## config.mk

```make
export PLATFORM = sky130hd
export DESIGN_NAME = log_seq_unit
export DESIGN_NICKNAME = d
export VERILOG_FILES = /design/src/rtl/log_seq_unit.sv
export SDC_FILE = /design/constraint.sdc
export NUM_CORES = 1
export LEC_CHECK = 0
export ABC_AREA = 1
export BUFFER_PORTS_ARGS = -buffer_cell sky130_fd_sc_hd__clkbuf_2
export CORE_ASPECT_RATIO = 0.5
export CORE_UTILIZATION = 30
export DETAILED_ROUTE_END_ITERATION = 7
export PLACE_DENSITY_LB_ADDON = 0.25
export RECOVER_POWER = 100
export SETUP_SLACK_MARGIN = 0.4
export SLEW_MARGIN = 5
export SYNTH_ARGS = -nofsm -noshare
export SYNTH_HDL_FRONTEND = slang
export SYNTH_SLANG_ARGS = --single-unit
```

## constraint.sdc

```tcl
create_clock -name LOGS_CLK -period 1.9 [get_ports LOGS_CLK]
set_clock_uncertainty 0.2 [all_clocks]
set_input_delay 0 -clock LOGS_CLK [delete_from_list [all_inputs] [get_ports LOGS_CLK]]
set_output_delay 0 -clock LOGS_CLK [all_outputs]
set_load 0.03 [all_outputs]
```

## src/rtl/log_seq_unit.sv

```systemverilog
// Registered logic/compare unit with valid/ready handshake and multi-word chained compare (MSW first).
// Optional: define LOGS_ZERO_FLAG_EN to drive FLAG_out[ZERO_BIT] with (result==0) in logic modes.
module log_seq_unit #(
  parameter int unsigned DATA_W   = 16,
  parameter int unsigned FLAG_W   = 16,
  parameter int unsigned EQ_BIT   = 9,
  parameter int unsigned GT_BIT   = 8,
  parameter int unsigned LT_BIT   = 7,
  parameter int unsigned ZERO_BIT = 6
) (
  input  logic              LOGS_CLK,
  input  logic              LOGS_RST,
  input  logic              LOGS_IN_VALID,
  output logic              LOGS_IN_READY,
  input  logic [DATA_W-1:0] LOGS_IN1,
  input  logic [DATA_W-1:0] LOGS_IN0,
  input  logic [2:0]        LOGS_MODE,
  input  logic [2:0]        LOGS_CMODE,
  input  logic              LOGS_SIGNED,
  input  logic              LOGS_CHAIN,
  input  logic [FLAG_W-1:0] LOGS_FLAG_in,
  output logic              LOGS_OUT_VALID,
  input  logic              LOGS_OUT_READY,
  output logic [DATA_W-1:0] LOGS_OUT,
  output logic [FLAG_W-1:0] LOGS_FLAG_out
);

  localparam logic [2:0] MODE_CMP = 3'b111;

  typedef enum logic [0:0] {ST_IDLE, ST_CHAIN} state_t;
  typedef enum logic [1:0] {REL_EQ, REL_GT, REL_LT} rel_t;

  state_t            state_q, state_nxt;
  rel_t              rel_q, rel_nxt, word_rel, fin_rel;
  logic              decided_q, decided_nxt;
  logic              accept, is_cmp, is_final, load, use_signed;
  logic [DATA_W-1:0] logic_res, out_nxt;
  logic [FLAG_W-1:0] flag_nxt;

  assign LOGS_IN_READY = !LOGS_OUT_VALID || LOGS_OUT_READY;
  assign accept        = LOGS_IN_VALID && LOGS_IN_READY;
  assign is_cmp        = (LOGS_MODE == MODE_CMP);
  assign is_final      = !is_cmp || !LOGS_CHAIN;
  assign load          = accept && is_final;

  // State register
  always_ff @(posedge LOGS_CLK) begin
    if (LOGS_RST) state_q <= ST_IDLE;
    else          state_q <= state_nxt;
  end

  // Next state: any non-final compare word keeps/enters CHAIN, anything else returns to IDLE
  always_comb begin
    state_nxt = state_q;
    if (accept) begin
      if (is_cmp && LOGS_CHAIN) state_nxt = ST_CHAIN;
      else                      state_nxt = ST_IDLE;
    end
  end

  // Datapath, chain accumulator update and result formation
  always_comb begin
    logic_res   = '0;
    word_rel    = REL_EQ;
    fin_rel     = REL_EQ;
    rel_nxt     = rel_q;
    decided_nxt = decided_q;
    out_nxt     = '0;
    flag_nxt    = LOGS_FLAG_in;

    case (LOGS_MODE)
      3'b000:  logic_res = ~LOGS_IN1;
      3'b001:  logic_res = LOGS_IN1 & LOGS_IN0;
      3'b010:  logic_res = ~(LOGS_IN1 & LOGS_IN0);
      3'b011:  logic_res = LOGS_IN1 | LOGS_IN0;
      3'b100:  logic_res = ~(LOGS_IN1 | LOGS_IN0);
      3'b101:  logic_res = LOGS_IN1 ^ LOGS_IN0;
      3'b110:  logic_res = ~(LOGS_IN1 ^ LOGS_IN0);
      default: logic_res = '0;
    endcase

    // Signedness only applies to the first (most significant) word
    use_signed = (state_q == ST_IDLE) && LOGS_SIGNED;
    if (LOGS_IN1 == LOGS_IN0)
      word_rel = REL_EQ;
    else if (use_signed ? ($signed(LOGS_IN1) > $signed(LOGS_IN0)) : (LOGS_IN1 > LOGS_IN0))
      word_rel = REL_GT;
    else
      word_rel = REL_LT;

    fin_rel = ((state_q == ST_CHAIN) && decided_q) ? rel_q : word_rel;

    if (accept) begin
      if (is_cmp && LOGS_CHAIN) begin
        if ((state_q == ST_IDLE) || !decided_q) begin
          rel_nxt     = word_rel;
          decided_nxt = (word_rel != REL_EQ);
        end
      end else begin
        rel_nxt     = REL_EQ;
        decided_nxt = 1'b0;
      end
    end

    if (is_cmp) begin
      case (LOGS_CMODE)
        3'b000:  flag_nxt[EQ_BIT] = (fin_rel == REL_EQ);
        3'b001:  flag_nxt[EQ_BIT] = (fin_rel != REL_EQ);
        3'b010:  flag_nxt[GT_BIT] = (fin_rel == REL_GT);
        3'b011:  flag_nxt[LT_BIT] = (fin_rel != REL_GT);
        3'b100:  flag_nxt[LT_BIT] = (fin_rel == REL_LT);
        3'b101:  flag_nxt[GT_BIT] = (fin_rel != REL_LT);
        default: flag_nxt = LOGS_FLAG_in;
      endcase
    end else begin
      out_nxt = logic_res;
`ifdef LOGS_ZERO_FLAG_EN
      flag_nxt[ZERO_BIT] = (logic_res == '0);
`else
      flag_nxt[ZERO_BIT] = LOGS_FLAG_in[ZERO_BIT];
`endif
    end
  end

  // Chain accumulators and output registers
  always_ff @(posedge LOGS_CLK) begin
    if (LOGS_RST) begin
      rel_q          <= REL_EQ;
      decided_q      <= 1'b0;
      LOGS_OUT_VALID <= 1'b0;
      LOGS_OUT       <= '0;
      LOGS_FLAG_out  <= '0;
    end else begin
      rel_q     <= rel_nxt;
      decided_q <= decided_nxt;
      if (load) begin
        LOGS_OUT_VALID <= 1'b1;
        LOGS_OUT       <= out_nxt;
        LOGS_FLAG_out  <= flag_nxt;
      end else if (LOGS_OUT_READY) begin
        LOGS_OUT_VALID <= 1'b0;
      end
    end
  end

endmodule

```

# Word-level counts from Yosys, hierarchy flattened
# Cells that the tools add are included.
[classes]
magnitude_cmp = 2
n_eq_ne = 18
n_mux = 17
n_bitwise = 8
n_reduce_logical = 19
[op_table]
columns = ["operator", "count"]
rows = [
  ["$pmux W16 S7", 1],
  ["$not A16 Y16", 4],
  ["$gt A16 B16 Y1", 2],
  ["$eq A3 B3 Y1 const B", 6],
  ["$and A16 B16 Y16", 1],
  ["$eq A16 B16 Y1", 1],
  ["$mux W16", 1],
  ["$or A16 B16 Y16", 1],
  ["$xor A16 B16 Y16", 1],
  ["$eq A3 B2 Y1 const B", 4],
  ["$mux W2", 5],
  ["$eq A3 B1 Y1 const B", 2],
  ["$logic_not A3 Y1", 2],
  ["$mux W1", 6],
  ["$pmux W1 S2", 3],
  ["$reduce_bool A2 Y1", 3],
  ["$logic_and A1 B1 Y1", 5],
  ["$logic_not A1 Y1", 4],
  ["$ne A2 B1 Y1 const B", 2],
  ["$logic_or A1 B1 Y1", 3],
  ["$mux W3", 1],
  ["$eq A2 B1 Y1 const B", 1],
  ["$eq A2 B2 Y1 const B", 1],
  ["$logic_not A2 Y1", 1],
  ["other kinds (3)", 3],
]
[totals]
regBits = 37
input_bits = 60
output_inout_bits = 34
wordCells = 70

# Longest topological paths before layout
[depth]
depth_word = 9
ltp_mapped = 19
depth_no_buf = 19

# Worst setup path after synthesis
# OpenSTA, ideal clock, no wires.
[synth_path]
path_type = "register -> register"
startpoint = "reg LOGS_OUT_VALID"
endpoint = "reg LOGS_FLAG_out[15]"
setup_time_ns = 0.059
arrival_ns = 1.606
required_time_ns = 1.641
path_slack_ns = 0.035
path_stages_with_launch = 8
n_path_buf = 2
synth_period_minus_slack_ns = 1.865
path_cell_list = "dfxtp_1 nand2_1 nand2_1 nor2_2 buf_2 buf_2 nand3_1 nand2_1"
[synth_via]
elab_chain_len = 4
[synth_lines]
columns = ["item", "line", "source"]
rows = [
  ["start, declared", "22", "output logic LOGS_OUT_VALID,"],
  ["start signal, assigned", "130", "LOGS_OUT_VALID <= 1'b0;"],
  ["start signal, assigned", "137", "LOGS_OUT_VALID <= 1'b1;"],
  ["start signal, assigned", "141", "LOGS_OUT_VALID <= 1'b0;"],
  ["$logic_not A1 Y1", "40", "assign LOGS_IN_READY = !LOGS_OUT_VALID || LOGS_OUT_READY;"],
  ["$logic_or A1 B1 Y1", "40", ""],
  ["via LOGS_IN_READY", "14", "output logic LOGS_IN_READY,"],
  ["$logic_and A1 B1 Y1", "41", "assign accept = LOGS_IN_VALID && LOGS_IN_READY;"],
  ["$logic_and A1 B1 Y1", "44", "assign load = accept && is_final;"],
  ["end signal, assigned", "139", "LOGS_FLAG_out <= flag_nxt;"],
  ["end, declared", "25", "output logic [FLAG_W-1:0] LOGS_FLAG_out"],
]
# The timed path passes the listed nets, and every way through them passes these cells.
# A chain may end at the register's enable or synchronous reset.

# Worst setup path after layout
[layout_path]
startpoint = "reg LOGS_OUT_VALID"
endpoint = "reg LOGS_OUT[12]"
[layout_via]
elab_chain_len = 4
[layout_lines]
columns = ["item", "line", "source"]
rows = [
  ["$logic_not A1 Y1", "40", ""],
  ["$logic_or A1 B1 Y1", "40", ""],
  ["$logic_and A1 B1 Y1", "41", ""],
  ["$logic_and A1 B1 Y1", "44", ""],
  ["end signal, assigned", "138", "LOGS_OUT <= out_nxt;"],
  ["end, declared", "24", "output logic [DATA_W-1:0] LOGS_OUT,"],
]
# Every way passes these cells.

==> metrics.csv <==
stage,metric,value,unit
outcome,status,finished with violations,
pwr,p_leak,2.52,nW
grt,grtUsageTotal,18.0,%
sta,maxSlewViolCount,0,
worst_setup_path,cp-startpoint,LOGS_OUT_VALID,
route,drt-vias-per-instance,4.65,
clock_tree,cts_hold_repair.buffers,26,
clock_tree,clkLatencyLatePin,0.28,ns
synthesis,syn_inst,476,
synthesis,ys_seq_elements,37,
outcome,violations,negative hold slack,
sta,clock.fmax,571,MHz
sta,fin_crit,1.75,ns
pwr,p_sw,0.934,mW
placed_design,dp_hpwl,7310,µm
sta,final_hold_viol_count,2,
pwr,peakVddDrop,0.000271,V
clock_tree,cts_buffer_depth,2,
clock_tree,cts_num_sinks,37,
grt,antenna_found_initial,0,
clock_tree,cts.reportedPaths.clkPinSlew,0.06,ns
clock_tree,h-tree-depth,2,
pwr,power,2.71,mW
die,fp.coreArea,0.0103,mm²
final_layout,drive_gt1_share,33.5,%
worst_setup_path,r2r_slack,0.15,ns
route,routed_wl,10100,µm
placed_design,place.gp.congestion,0.818,
die,die_y,74.9,µm
worst_setup_path,reg2reg_depth,8,
synthesis,syn-num-nets,584,
worst_setup_path,cp-end-kind,flop,
final_layout,area_growth,58.3,%
final_layout,antenna_cells,0,
synthesis,synth_area,0.00319,mm²
sta,grt_setup_unrepaired,true,
grt,grt_max_degree,26,
route,wl_per_cell,12.9,µm
synthesis,synth_seq_area_share,23.2,%
sta,worst_pin_slew,0.526,ns
sta,fin_crit_sh,92.2,%
worst_setup_path,worst-endpoint-arrival,1.76,ns
worst_setup_path,path_class,flop to flop,
pwr,p_seq_share,32.0,%
min_path,hold_path.class,input port to flop,
die,die_w,148,µm
die,start_util,31.0,%
grt,grt_pass1_vias,3352,
die,dieArea,0.0111,mm²
final_layout,fin_nets,755,
worst_setup_path,critPathMaxFanout,6,
pwr,clkPwrFrac,31.4,%
route,drt_iter0_markers,125,
sta,fin_hold_ws,-0.0691,ns
die,rows,26,
sta,relSlewSlack,64.9,%
clock_tree,root_buffer,clkbuf_16,
grt,grt_pass1_wl,15500,µm
clock_tree,tritoncts,built,
clock_tree,cts_inserted_buffers,5,
placed_design,numPortBuffers,93,
route,dr.pass1.iters,4,
die,ios,94,
pwr,p_int,1.77,mW
worst_setup_path,critPathLaunchType,flop,
pwr,p_per_area,536,mW/mm²
worst_setup_path,timing.critical_path.to,LOGS_OUT[12],
synthesis,synth.distinct_cells,34,
pwr,swShare,34.5,%
synthesis,ys_warn_count,0,
flow_run,drv_cap,0,
worst_setup_path,timing.rr.start,LOGS_OUT_VALID,
route,final_antenna_net_count,0,
worst_setup_path,crit_required,1.91,ns
worst_setup_path,r2r-end,LOGS_OUT[12],
grt,grt.overflow.total,0,
sta,setup_viol,0,
pwr,pwr-share-comb,36.6,%
sta,setup_slack,0.148,ns
synthesis,syn_area_per_cell,6.70,µm²
route,drc_errors,0,
placed_design,pre_cts_ws,-0.108,ns
route,route.vias.total,3663,
-- routing by layer --
metal | vias to the layer above | global-route usage (%) | share of wire [%]
li1 | 1899 | - | -
met1 | 1680 | 22.9 | 47
met2 | 78 | 31.6 | 47
met3 | 6 | 3.94 | 5.1
met4 | 0 | 4.24 | 0.62
met5 | - | 0 | 0
-- area by class of cell --
class                      instances  area [µm²]
clock buffer                       6         139
tap                              140         175
sequential                        37         741
fill                            1080        5230
inverter                          83         329
clock inverter                     2        13.8
multi-input combinational        341        2400
timing repair buffer             179        1250
-- synthesized netlist by cell type --
cell type,instances,area share (%)
nand3_1,33,5.2
o311ai_0,2,0.55
nor3_2,2,0.63
clkbuf_1,5,0.59
dfxtp_1,37,23
nor3_1,6,0.94
nand2_2,4,0.78
nor2_1,29,3.4
a21o_1,1,0.24
nor2_4,1,0.35
o22ai_1,8,1.6
a211oi_1,1,0.24
nand4_2,1,0.39
o221ai_1,6,1.6
a21oi_1,32,5.0
o21ai_1,2,0.31
nand2_4,1,0.35
ha_1,48,19
a221oi_1,6,1.6
o41ai_1,2,0.55
nand4_1,2,0.39
a21oi_2,2,0.55
nor3_4,1,0.51
o21ai_0,20,3.1
nand3_2,2,0.63
o2111ai_1,7,1.9
nor2_2,4,0.78
buf_2,9,1.4
buf_1,1,0.12
or2_2,2,0.39
nand2_1,114,13
inv_1,77,9.1
inv_2,6,0.71
o31ai_1,2,0.47
-- kinds of logic after synthesis --
logic type,synth area share [%]
simple gates,28.2
buf+inv,11.9
compound gates,17.9
fa+ha+maj,18.8
flops,23.2
-- placed cells by master (no fill, tap or decap), types with 4 or more instances in the layout --
| cell | n |
|---|---|
| nand2_1 | 83 |
| inv_1 | 66 |
| clkbuf_2 | 55 |
| buf_4 | 52 |
| dfxtp_1 | 37 |
| ha_1 | 37 |
| clkbuf_1 | 35 |
| nand3_1 | 31 |
| a21oi_1 | 28 |
| nand2_2 | 26 |
| nor2_1 | 25 |
| dlygate4sd3_1 | 25 |
| o21ai_0 | 20 |
| inv_2 | 14 |
| nand2_4 | 10 |
| ha_4 | 10 |
| o22ai_1 | 8 |
| clkbuf_16 | 8 |
| o2111ai_1 | 7 |
| nor3_1 | 6 |
| o221ai_1 | 6 |
| a21oi_2 | 6 |
| nor2_4 | 5 |
| a221oi_1 | 5 |
| nor2_2 | 4 |
-- critical path: stages (launching register included) --
cell and delay, ns:
dfxtp_1 0.37, nand2_4 0.07, nand2_4 0.09, nor2_4 0.06, buf_6 0.11, nor2_2 0.42, clkbuf_16 0.26, nand2_2 0.04
o21ai_0 0.05
-- stage by stage --
step           setup TNS, ns  std cells  util [%]  instance area [µm²]
6_report                   0        788      49.1                 5050
5_1_grt                    0        788      49.1                 5050
4_1_cts                    0        780      47.1                 4840
3_5_place_dp          -0.290        743      42.0                 4320
3_3_place_gp          -0.265        743      42.0                 4320
2_1_floorplan              0        476         -                 3350
-- power by group through the flow --
stage	registers (mW)	logic (mW)	clock network (mW)
floorplan	0.974	0.414	0
global placement	0.874	0.848	0
detailed placement	0.875	0.855	0
CTS	0.858	0.935	0.883
global route	0.872	1.10	0.922
finish	0.865	0.991	0.850
-- registers in the layout (all words and copies together), names as in the netlist --
signal	count
LOGS_FLAG_out	16
LOGS_OUT	16
rel_q	2
LOGS_OUT_VALID	1
decided_q	1
state_q	1
-- repair_timing --
item / CTS / global route
cloned: 0 / 3
setup buffers: 3 / 5
endpoints found under the setup margin: 32 / 33
pin swaps: 11 / 18
resized for setup: 21 / 61
endpoints found under the hold margin: 29 / 2
-- worst min path at each step --
stage,startpoint,end,slack (ns),cells after the start
floorplan,LOGS_RST,state_q,-0.12,1
global placement,LOGS_FLAG_in[11],LOGS_FLAG_out[11],0.02,3
detailed placement,LOGS_FLAG_in[12],LOGS_FLAG_out[12],0.03,3
CTS,LOGS_OUT_READY,LOGS_OUT_VALID,-0.18,4
global route,LOGS_OUT_READY,LOGS_OUT_VALID,-0.05,5
finish,LOGS_OUT_READY,LOGS_OUT_VALID,-0.07,5
(Power assumes the default switching activity.)
